`config.mk`:
```
export PLATFORM = sky130hd
export DESIGN_NAME = glitch_generator
export DESIGN_NICKNAME = d
export VERILOG_FILES = /design/src/rtl/glitch_gen_pkg.sv /design/src/rtl/glitch_generator_interval_counter.sv /design/src/rtl/glitch_generator.sv
export SDC_FILE = /design/constraint.sdc
export NUM_CORES = 1
export LEC_CHECK = 0
export BUFFER_PORTS_ARGS = -buffer_cell sky130_fd_sc_hd__buf_2
export CORE_MARGIN = 2
export CORE_UTILIZATION = 54
export CTS_BUF_LIST = sky130_fd_sc_hd__clkbuf_8
export CTS_CLUSTER_DIAMETER = 60
export DETAILED_ROUTE_END_ITERATION = 16
export PLACE_DENSITY = 0.79
export SLEW_MARGIN = 20
export SYNTH_ARGS = -nofsm -noshare
export SYNTH_HDL_FRONTEND = slang
export SYNTH_SLANG_ARGS = --single-unit
```
`constraint.sdc`:
```
create_clock -name clk -period 2.9 [get_ports clk]
set_input_delay 0.29 -clock clk [delete_from_list [all_inputs] [get_ports clk]]
set_output_delay 0.29 -clock clk [all_outputs]
set_load 0.01 [all_outputs]
```
`src/rtl/glitch_gen_pkg.sv`:
```
// Shared types for the self-test glitch generator: FSM states, latched
// sequence configuration and the minimum-length helper.
package glitch_gen_pkg;

  localparam int GG_WIDTH = 4;   // driven lines
  localparam int GG_CNT_W = 8;   // delay/pulse/gap/repeat counter width
  localparam int MIN_LEN  = 1;   // zero-length fields behave as this

  typedef enum logic [2:0] {
    IDLE,
    DELAY,
    PULSE,
    GAP,
    DONE
  } gg_state_e;

  // Configuration captured on the accepted start edge.
  typedef struct packed {
    logic [GG_WIDTH-1:0] base;
    logic [GG_WIDTH-1:0] mask;
    logic [GG_CNT_W-1:0] delay;
    logic [GG_CNT_W-1:0] pulse_len;
    logic [GG_CNT_W-1:0] gap_len;
    logic [GG_CNT_W-1:0] repeat_n;
  } gg_cfg_t;

  // Counter reload value for an interval of max(len, MIN_LEN) cycles.
  function automatic logic [GG_CNT_W-1:0] len_m1(input logic [GG_CNT_W-1:0] len);
    len_m1 = (len <= GG_CNT_W'(MIN_LEN)) ? '0 : len - GG_CNT_W'(MIN_LEN);
  endfunction

endpackage

```
`src/rtl/glitch_generator_interval_counter.sv`:
```
// Loadable down-counter with a zero flag. Shared by the DELAY, PULSE and
// GAP intervals; load takes priority over decrement, and it holds at zero.
module interval_counter #(
  parameter int CNT_W = 8
) (
  input  logic             clk,
  input  logic             rst,
  input  logic             load,
  input  logic [CNT_W-1:0] load_val,
  input  logic             dec,
  output logic             zero
);

  logic [CNT_W-1:0] cnt;

  // Reload on interval entry, otherwise count down toward zero.
  always_ff @(posedge clk or posedge rst) begin
    if (rst)                    cnt <= '0;
    else if (load)              cnt <= load_val;
    else if (dec && cnt != '0)  cnt <= cnt - CNT_W'(1);
  end

  assign zero = (cnt == '0);

endmodule

```
`src/rtl/glitch_generator.sv`:
```
// Programmable pulse-train source for analyzer capture-path self-test.
// The FSM state leads the registered outputs by one clock, which gives
// busy one cycle after start and the first pulse delay+1 cycles after it.
module glitch_generator
  import glitch_gen_pkg::*;
#(
  parameter int WIDTH = GG_WIDTH,  // must match GG_WIDTH (config struct sizing)
  parameter int CNT_W = GG_CNT_W   // must match GG_CNT_W
) (
  input  logic             clk,
  input  logic             rst,
  input  logic             start,
  input  logic             abort,
  input  logic [WIDTH-1:0] base_level,
  input  logic [WIDTH-1:0] lane_mask,
  input  logic [CNT_W-1:0] delay,
  input  logic [CNT_W-1:0] pulse_len,
  input  logic [CNT_W-1:0] gap_len,
  input  logic [CNT_W-1:0] repeat_cnt,
  output logic [WIDTH-1:0] out_lines,
  output logic             busy,
  output logic             done,
  output logic [CNT_W-1:0] pulse_count
);

  gg_state_e        state;
  gg_cfg_t          cfg;
  logic             go;
  logic             kill;
  logic             cnt_load;
  logic             cnt_dec;
  logic             cnt_zero;
  logic [CNT_W-1:0] cnt_val;
  logic [CNT_W-1:0] rep_eff;
  logic [CNT_W:0]   next_pulses;
  logic             last_pulse;
  logic             delay_end;

  assign go          = (state == IDLE) && start && !abort;
  assign kill        = (state != IDLE) && abort;
  assign rep_eff     = (cfg.repeat_n == '0) ? CNT_W'(MIN_LEN) : cfg.repeat_n;
  assign next_pulses = {1'b0, pulse_count} + (CNT_W+1)'(1);
  assign last_pulse  = next_pulses >= {1'b0, rep_eff};
  // DELAY is only entered with a non-zero delay; the guard keeps a zero
  // latched delay from ever stalling there.
  assign delay_end   = cnt_zero || (cfg.delay == '0);

  interval_counter #(.CNT_W(CNT_W)) u_cnt (
    .clk      (clk),
    .rst      (rst),
    .load     (cnt_load),
    .load_val (cnt_val),
    .dec      (cnt_dec),
    .zero     (cnt_zero)
  );

  // Interval counter control: reload on each interval entry, else count.
  always_comb begin
    cnt_load = 1'b0;
    cnt_dec  = 1'b0;
    cnt_val  = '0;
    unique case (state)
      IDLE: if (go) begin
        cnt_load = 1'b1;
        cnt_val  = (delay != '0) ? len_m1(delay) : len_m1(pulse_len);
      end
      DELAY: if (delay_end) begin
        cnt_load = 1'b1;
        cnt_val  = len_m1(cfg.pulse_len);
      end else cnt_dec = 1'b1;
      PULSE: if (cnt_zero) begin
        if (!last_pulse) begin
          cnt_load = 1'b1;
          cnt_val  = len_m1(cfg.gap_len);
        end
      end else cnt_dec = 1'b1;
      GAP: if (cnt_zero) begin
        cnt_load = 1'b1;
        cnt_val  = len_m1(cfg.pulse_len);
      end else cnt_dec = 1'b1;
      default: ;
    endcase
    if (kill) begin
      cnt_load = 1'b1;
      cnt_val  = '0;
    end
  end

  // Sequencer FSM plus registered output decode of the current state.
  always_ff @(posedge clk or posedge rst) begin
    if (rst) begin
      state       <= IDLE;
      cfg         <= '0;
      out_lines   <= '0;
      busy        <= 1'b0;
      done        <= 1'b0;
      pulse_count <= '0;
    end else begin
      done <= 1'b0;
      if (kill) begin
        // Abort wins over everything: straight to idle, no done, keep count.
        state     <= IDLE;
        out_lines <= cfg.base;
        busy      <= 1'b0;
      end else begin
        unique case (state)
          IDLE: begin
            cfg.base  <= base_level;
            out_lines <= base_level;
            busy      <= 1'b0;
            if (go) begin
              cfg <= '{base: base_level, mask: lane_mask, delay: delay,
                       pulse_len: pulse_len, gap_len: gap_len,
                       repeat_n: repeat_cnt};
              pulse_count <= '0;
              state       <= (delay != '0) ? DELAY : PULSE;
            end
          end
          DELAY: begin
            out_lines <= cfg.base;
            busy      <= 1'b1;
            if (delay_end) state <= PULSE;
          end
          PULSE: begin
            out_lines <= cfg.base ^ cfg.mask;
            busy      <= 1'b1;
            if (cnt_zero) begin
              if (pulse_count != '1) pulse_count <= pulse_count + CNT_W'(1);
              state <= last_pulse ? DONE : GAP;
            end
          end
          GAP: begin
            out_lines <= cfg.base;
            busy      <= 1'b1;
            if (cnt_zero) state <= PULSE;
          end
          DONE: begin
            out_lines <= cfg.base;
            busy      <= 1'b0;
            done      <= 1'b1;
            state     <= IDLE;
          end
          default: state <= IDLE;
        endcase
      end
    end
  end

endmodule

```
# Word level (Yosys, flattened, before mapping)
# Index checks and enable logic that the tools add are counted.
[word_totals]
output_inout_bits = 14
ram_bits = 0
input_bits = 44
regBits = 65
rom_bits = 0
latch_bits = 0
mem_count = 0
[classes]
shift = 0
order_cmp = 5
n_mux = 43
div_mod_pow = 0
reduce_logical = 25
add_sub_neg = 7
mul = 0
n_bitwise = 2
eq_ne = 12
[ops]
columns = ["op", "n"]
rows = [
  ["2-to-1 mux 8 bit", 17],
  ["subtractor 8 x 1 -> 8 bit (second input constant)", 5],
  ["<= comparator 8 x 1 -> 1 bit (second input constant)", 4],
  ["case mux 8 bit (4 select lines)", 1],
  ["zero test 8 bit", 3],
  ["2-to-1 mux 3 bit", 6],
  ["case mux 8 bit (2 select lines)", 1],
  ["nonzero test 8 bit", 2],
  ["inequality test 3 bit (second input constant)", 4],
  ["case mux 3 bit (4 select lines)", 1],
  ["case mux 4 bit (3 select lines)", 1],
  ["2-to-1 mux 1 bit", 11],
  ["adder 8 x 1 -> 9 bit (second input constant)", 1],
  ["greater-or-equal comparator 9 x 8 -> 1 bit", 1],
  ["adder 8 x 1 -> 8 bit (second input constant)", 1],
  ["inequality test 8 bit (second input constant)", 1],
  ["equality test 3 x 2 -> 1 bit (second input constant)", 2],
  ["inequality test 2 bit (second input constant)", 3],
  ["nonzero test 3 bit", 2],
  ["OR reduction 3 bit", 2],
  ["AND reduction 5 bit", 1],
  ["logical AND 1 bit", 4],
  ["2-to-1 mux 4 bit", 1],
  ["case mux 1 bit (2 select lines)", 2],
  ["15 further kinds", 17],
]

# Depth between registers and ports, before layout
[logic_depth]
word_depth = 8
mapped_depth = 13
depth_no_buf = 12

# Cells and area by module
# Synthesis repeated with hierarchy kept, for this count alone.
[unflattened]
cells_unflattened = 475
hier_area_um2 = 4195.3
[by_module_without_submodules]
columns = ["mod", "cells_each", "area_per_inst_um2", "seq_area_each_um2", "instances"]
rows = [
  ["glitch_generator", 422, 3699.8, 1426.4, 1],
  ["interval_counter", 53, 495.5, 200.2, 1],
]

# Worst setup path after synthesis
# Ideal clock, no wire load.
[synth_path]
path_type = "flip-flop to flip-flop"
startpoint = "reg pulse_count[0]"
endpoint = "reg u_cnt.cnt[4]"
path_stages_with_launch = 13
n_path_buf = 1
setup_slack_ns = -0.253
period_less_slack_ns = 3.153
required_time_ns = 2.769
t_arrival_ns = 3.022
path_cell_list = "dfrtp_1 -> ha_1 -> and3_1 -> nand3_1 -> xnor2_1 -> ha_1 -> a2111oi_0 -> o21ai_0 -> a21oi_4 -> or3_1 -> buf_4 -> nor4_1 -> or3_1"
[synth_via]
elab_chain_cells = 7
[synth_rtl]
columns = ["item", "line", "text"]
rows = [
  ["start: declaration", "glitch_generator.sv:23", "output logic [CNT_W-1:0] pulse_count"],
  ["start signal: assignment", "glitch_generator.sv:128", "if (pulse_count != '1) pulse_count <= pulse_count + CNT_W'(1);"],
  ["adder 8 x 1 -> 9 bit (*)", "glitch_generator.sv:42", "assign next_pulses = {1'b0, pulse_count} + (CNT_W+1)'(1);"],
  ["greater-or-equal comparator 9 x 8 -> 1 bit (*)", "glitch_generator.sv:43", "assign last_pulse = next_pulses >= {1'b0, rep_eff};"],
  ["2-to-1 mux 8 bit or 2-to-1 mux 1 bit (tied branches)", "glitch_generator.sv:72", "if (!last_pulse) begin"],
  ["2-to-1 mux 8 bit or 2-to-1 mux 1 bit (tied branches)", "glitch_generator.sv:71", "PULSE: if (cnt_zero) begin"],
  ["case mux 8 bit (4 select lines) or case mux 1 bit (4 select lines) (tied branches)", "glitch_generator.sv:62", "unique case (state)"],
  ["2-to-1 mux 8 bit or 2-to-1 mux 1 bit (tied branches)", "glitch_generator.sv:83", "if (kill) begin"],
  ["2-to-1 mux 8 bit or nonzero test 2 bit (tied branches)", "-", ""],
  ["end signal: assignment", "glitch_generator_interval_counter.sv:19", "else if (load) cnt <= load_val;"],
  ["end signal: assignment", "glitch_generator_interval_counter.sv:20", "else if (dec && cnt != '0) cnt <= cnt - CNT_W'(1);"],
  ["end: declaration", "glitch_generator_interval_counter.sv:14", "logic [CNT_W-1:0] cnt;"],
]
# Every way passes the cells marked *; elsewhere a longest branch is shown, timed or not.
# A chain may end at the register's enable or synchronous reset.

# Worst setup path after layout
[layout_path]
startpoint = "reg cfg[4] (netlist bit)"
endpoint = "reg u_cnt.cnt[7]"
[layout_via]
elab_chain_cells = 8
[layout_rtl]
columns = ["item", "line", "text"]
rows = [
  ["start: declaration", "glitch_generator.sv:27", "gg_cfg_t cfg;"],
  ["start signal: assignment", "glitch_generator.sv:112", "cfg <= '{base: base_level, mask: lane_mask, delay: delay,"],
  ["zero test 8 bit", "glitch_generator.sv:41", "assign rep_eff = (cfg.repeat_n == '0) ? CNT_W'(MIN_LEN) : cfg.repeat_n;"],
  ["2-to-1 mux 8 bit (*)", "glitch_generator.sv:41", ""],
  ["greater-or-equal comparator 9 x 8 -> 1 bit (*)", "glitch_generator.sv:43", ""],
  ["2-to-1 mux 8 bit or 2-to-1 mux 1 bit (tied branches)", "glitch_generator.sv:72", ""],
  ["2-to-1 mux 8 bit or 2-to-1 mux 1 bit (tied branches)", "glitch_generator.sv:71", ""],
  ["case mux 8 bit (4 select lines) or case mux 1 bit (4 select lines) (tied branches)", "glitch_generator.sv:62", ""],
  ["2-to-1 mux 8 bit or 2-to-1 mux 1 bit (tied branches)", "glitch_generator.sv:83", ""],
  ["2-to-1 mux 8 bit or nonzero test 2 bit (tied branches)", "-", ""],
]
# Marked as above.

==> summary.txt <==
Logic synthesis
  • Count of flip-flops with a built-in enable after synthesis: 0
  • Distinct cell type count after synthesis: 67
  • Yosys warns: 0
  • Avg Cell Area, Syn: 8.408 um^2
  • Mapped Nets: 559
  • Sequential element share of the synthesized area: 38.92%
  • #FFs+latches synth: 65
  • Post-synth top flop: sky130_fd_sc_hd__dfrtp_1
  • Proportion of synthesized flip-flops having asynchronous set or reset: 100.0%
  • Netlist Area Pre-Place: 4179 um^2
  • Post-Synthesis Cells: 497

Worst setup path
  • End of the worst register-to-register path: u_cnt.cnt[7]$_DFFE_PP0P_
  • Cell depth of the worst flop-to-flop path: 11
  • Crit path DAT: 3.09 ns
  • Launch point of the worst reg-to-reg path: cfg[4]$_DFFE_PP0P_
  • Worst setup path class: flip-flop to flip-flop
  • Worst path required time: 3.17 ns
  • R2r setup slk: 0.08 ns
  • Critical Path Start Type: flip-flop
  • Critical Path End Type: flip-flop
  • Critical path peak fanout: 2

Clock tree
  • Htree depth: 3
  • Clock Path Buffers: 2
  • Clock slew at the register clock pins of the worst setup and hold paths: 0.07 ns
  • Clock latency on the worst-skew pair: 0.34 ns
  • Hold_buf cts: 0
  • Number of sinks handled by clock tree synthesis: 65
  • TritonCTS clock tree: yes
  • Number of buffers added by the clock tree synthesis step: 9
  • Root buffer cell: sky130_fd_sc_hd__clkbuf_8

Power
  • Cell Pwr Density: 897.0 nW/um^2
  • Total power: 4462 uW
  • Peak VDD IR: 0.4936 mV
  • Leakage Power: 0.002293 uW

Place
  • Port buffer count: 57
  • Half-perimeter wire length after detailed placement: 7593 um
  • Final Wtd Congestion: 0.8702

Floorplanning
  • Die extent in x: 91.97 um
  • Standard-cell row count: 32
  • Ports placed on the boundary: 58
  • Full die area: 8458 um^2
  • Floorplan Core Area: 7607 um^2
  • Starting Density: 54.93%
  • Die span in y: 91.97 um

Final layout
  • Fraction of final layout cells sized beyond drive strength 1: 23.90%
  • Total of fill cells in the finished design: 658
  • Most common library cell in the layout ignoring fill and taps: sky130_fd_sc_hd__nand2_1
  • NumNets Final: 627
  • Most frequent cells in the layout: sky130_fd_sc_hd__nand2_1, sky130_fd_sc_hd__dfrtp_1, sky130_fd_sc_hd__buf_2
  • Post-layout util: 65.39%
  • Layout overhead on the synthesized area: 19.04%
  • Antenna cells: 0

Drt
  • ANT nets after route: 0
  • Initial DRC Count: 306
  • Via density per instance: 5.768
  • Number of vias after detailed routing: 3870
  • TritonRoute pass-1 iters: 5
  • Routed wire length per instance: 15.54 um
  • Final WL: 10430 um
  • DRC violation count after routing: 0

Timing
  • Max transition margin: 50.90%
  • Final TNS setup: 0 ns
  • Share of the clock period used by the worst path after layout: 97.18%
  • Final number of setup-violating endpoints: 0
  • Fmax achieved: 0.3548 GHz
  • Worst Clk Skew: 0.005584 ns
  • Final Hold Viols: 0
  • Worst Tran Pin Value: 0.7355 ns
  • Slew Viols, Final: 0
  • Clock period minus final worst setup slack: 2.818 ns

Global routing
  • Maximum number of pins on one net before global-route repair: 34
  • Global-route wire length before repair: 17640 um
  • All-Layer GR Usage: 26.10%
  • Total grt overflow: 0
  • Number of global-route vias before repair: 3727
  • Antenna violations before repair: 0

Worst hold path
  • Type of the worst min-delay path: input port to async pin

Run status
  • Outcome: finished clean

Run
  • Max-Cap Viols: 0
[power by group]
part	total (uW)	internal, uW	switching (uW)	leakage [uW]
logic	2080	941	1130	0.00137
clock network	781	433	347	0.000106
registers	1610	1280	322	0.000818
total	4460	2660	1800	0.00229
[state kept, by name (all words and copies together) (netlist names)]
register     count
u_cnt.cnt        8
busy             1
pulse_count      8
out_lines        4
done             1
cfg             40
state            3
[worst max path at each step]
stage | from | end | slack (ns)
floorplan | pulse_count[0]$_DFFE_PP0P_ | u_cnt.cnt[4]$_DFFE_PP0P_ | 0.01
global placement | cfg[4]$_DFFE_PP0P_ | u_cnt.cnt[4]$_DFFE_PP0P_ | 0.03
detailed placement | pulse_count[0]$_DFFE_PP0P_ | u_cnt.cnt[4]$_DFFE_PP0P_ | -0.05
CTS | pulse_count[0]$_DFFE_PP0P_ | u_cnt.cnt[7]$_DFFE_PP0P_ | 0.03
global route | cfg[4]$_DFFE_PP0P_ | u_cnt.cnt[7]$_DFFE_PP0P_ | -0.06
finish | cfg[4]$_DFFE_PP0P_ | u_cnt.cnt[7]$_DFFE_PP0P_ | 0.08
[cells in the mapped netlist (all sizes together) (4+ instances only)]
| cell type | count | share of area, % |
|---|---|---|
| nor3 | 13 | 1.7 |
| nor4 | 8 | 1.2 |
| nor2 | 30 | 2.8 |
| nand3 | 15 | 1.8 |
| clkbuf | 14 | 1.3 |
| o21a | 7 | 1.3 |
| o21ai | 36 | 4.3 |
| o31ai | 4 | 0.84 |
| nand2b | 5 | 0.75 |
| xor2 | 8 | 1.7 |
| or4 | 13 | 2.7 |
| inv | 30 | 2.7 |
| dfrtp | 65 | 39 |
| mux2i | 4 | 0.96 |
| ha | 18 | 5.4 |
| o22ai | 10 | 1.8 |
| nor2b | 4 | 0.60 |
| or3 | 9 | 1.4 |
| a21oi | 26 | 3.5 |
| mux2 | 4 | 1.1 |
| buf | 5 | 0.93 |
| nand2 | 103 | 9.3 |
| xnor2 | 18 | 3.8 |
[final cells by class]
class                   count  area [um^2]  area share [%]
multi-input cells         383         2467           49.60
flip-flops and latches     65         1632           32.80
repair buffers             76        440.4           8.853
clock buffers              11        151.4           3.043
well taps                 102        127.6           2.565
inverters                  30        112.6           2.264
clock inverters             4        43.79          0.8803
[per-layer routing]
metal | wire (um) | track usage (%) | share of wire, %
met1 | 4732 | 35.17 | 45
met2 | 5028 | 42.77 | 48
met3 | 524 | 5.177 | 5.0
met4 | 140 | 7.836 | 1.3
met5 | 0 | 0 | 0
[worst max-delay path, stage by stage (launching register included)]
cell                        delay, ns
sky130_fd_sc_hd__dfrtp_1         0.40
sky130_fd_sc_hd__nor4_2          0.34
sky130_fd_sc_hd__a41o_1          0.23
sky130_fd_sc_hd__ha_1            0.22
sky130_fd_sc_hd__nand2b_1        0.16
sky130_fd_sc_hd__a2111oi_2       0.41
sky130_fd_sc_hd__o21ai_2         0.12
sky130_fd_sc_hd__buf_4           0.16
sky130_fd_sc_hd__a211oi_2        0.22
sky130_fd_sc_hd__o31ai_2         0.09
sky130_fd_sc_hd__a21boi_1        0.22
sky130_fd_sc_hd__a2bb2oi_1       0.16
[per-stage QoR]
step / setup WS (ns) / hold slack, ns / instances / area [um^2]
4_1_cts: 0.02936 / 0.08772 / 667 / 4855
2_1_floorplan: 0.009556 / 0.3954 / 497 / 4199
5_1_grt: -0.06365 / 0.1254 / 671 / 4975
6_report: 0.08181 / 0.07076 / 671 / 4975
3_5_place_dp: -0.05493 / 0.4505 / 652 / 4651
3_3_place_gp: 0.02555 / 0.4452 / 652 / 4651
[timing repair]
item	in CTS	in global routing
setup buffers	0	4
endpoints found under the setup margin	7	9
pin swaps	0	5
resized for setup	5	16
[logic make-up after synthesis]
group	share of synthesized area, %
xor+xnor	5.449
compound gates	18.14
flops	38.92
simple gates	25.12
fa+ha+maj	5.389
buf+inv	4.940
mux	2.036
(Power assumes the default switching activity.)
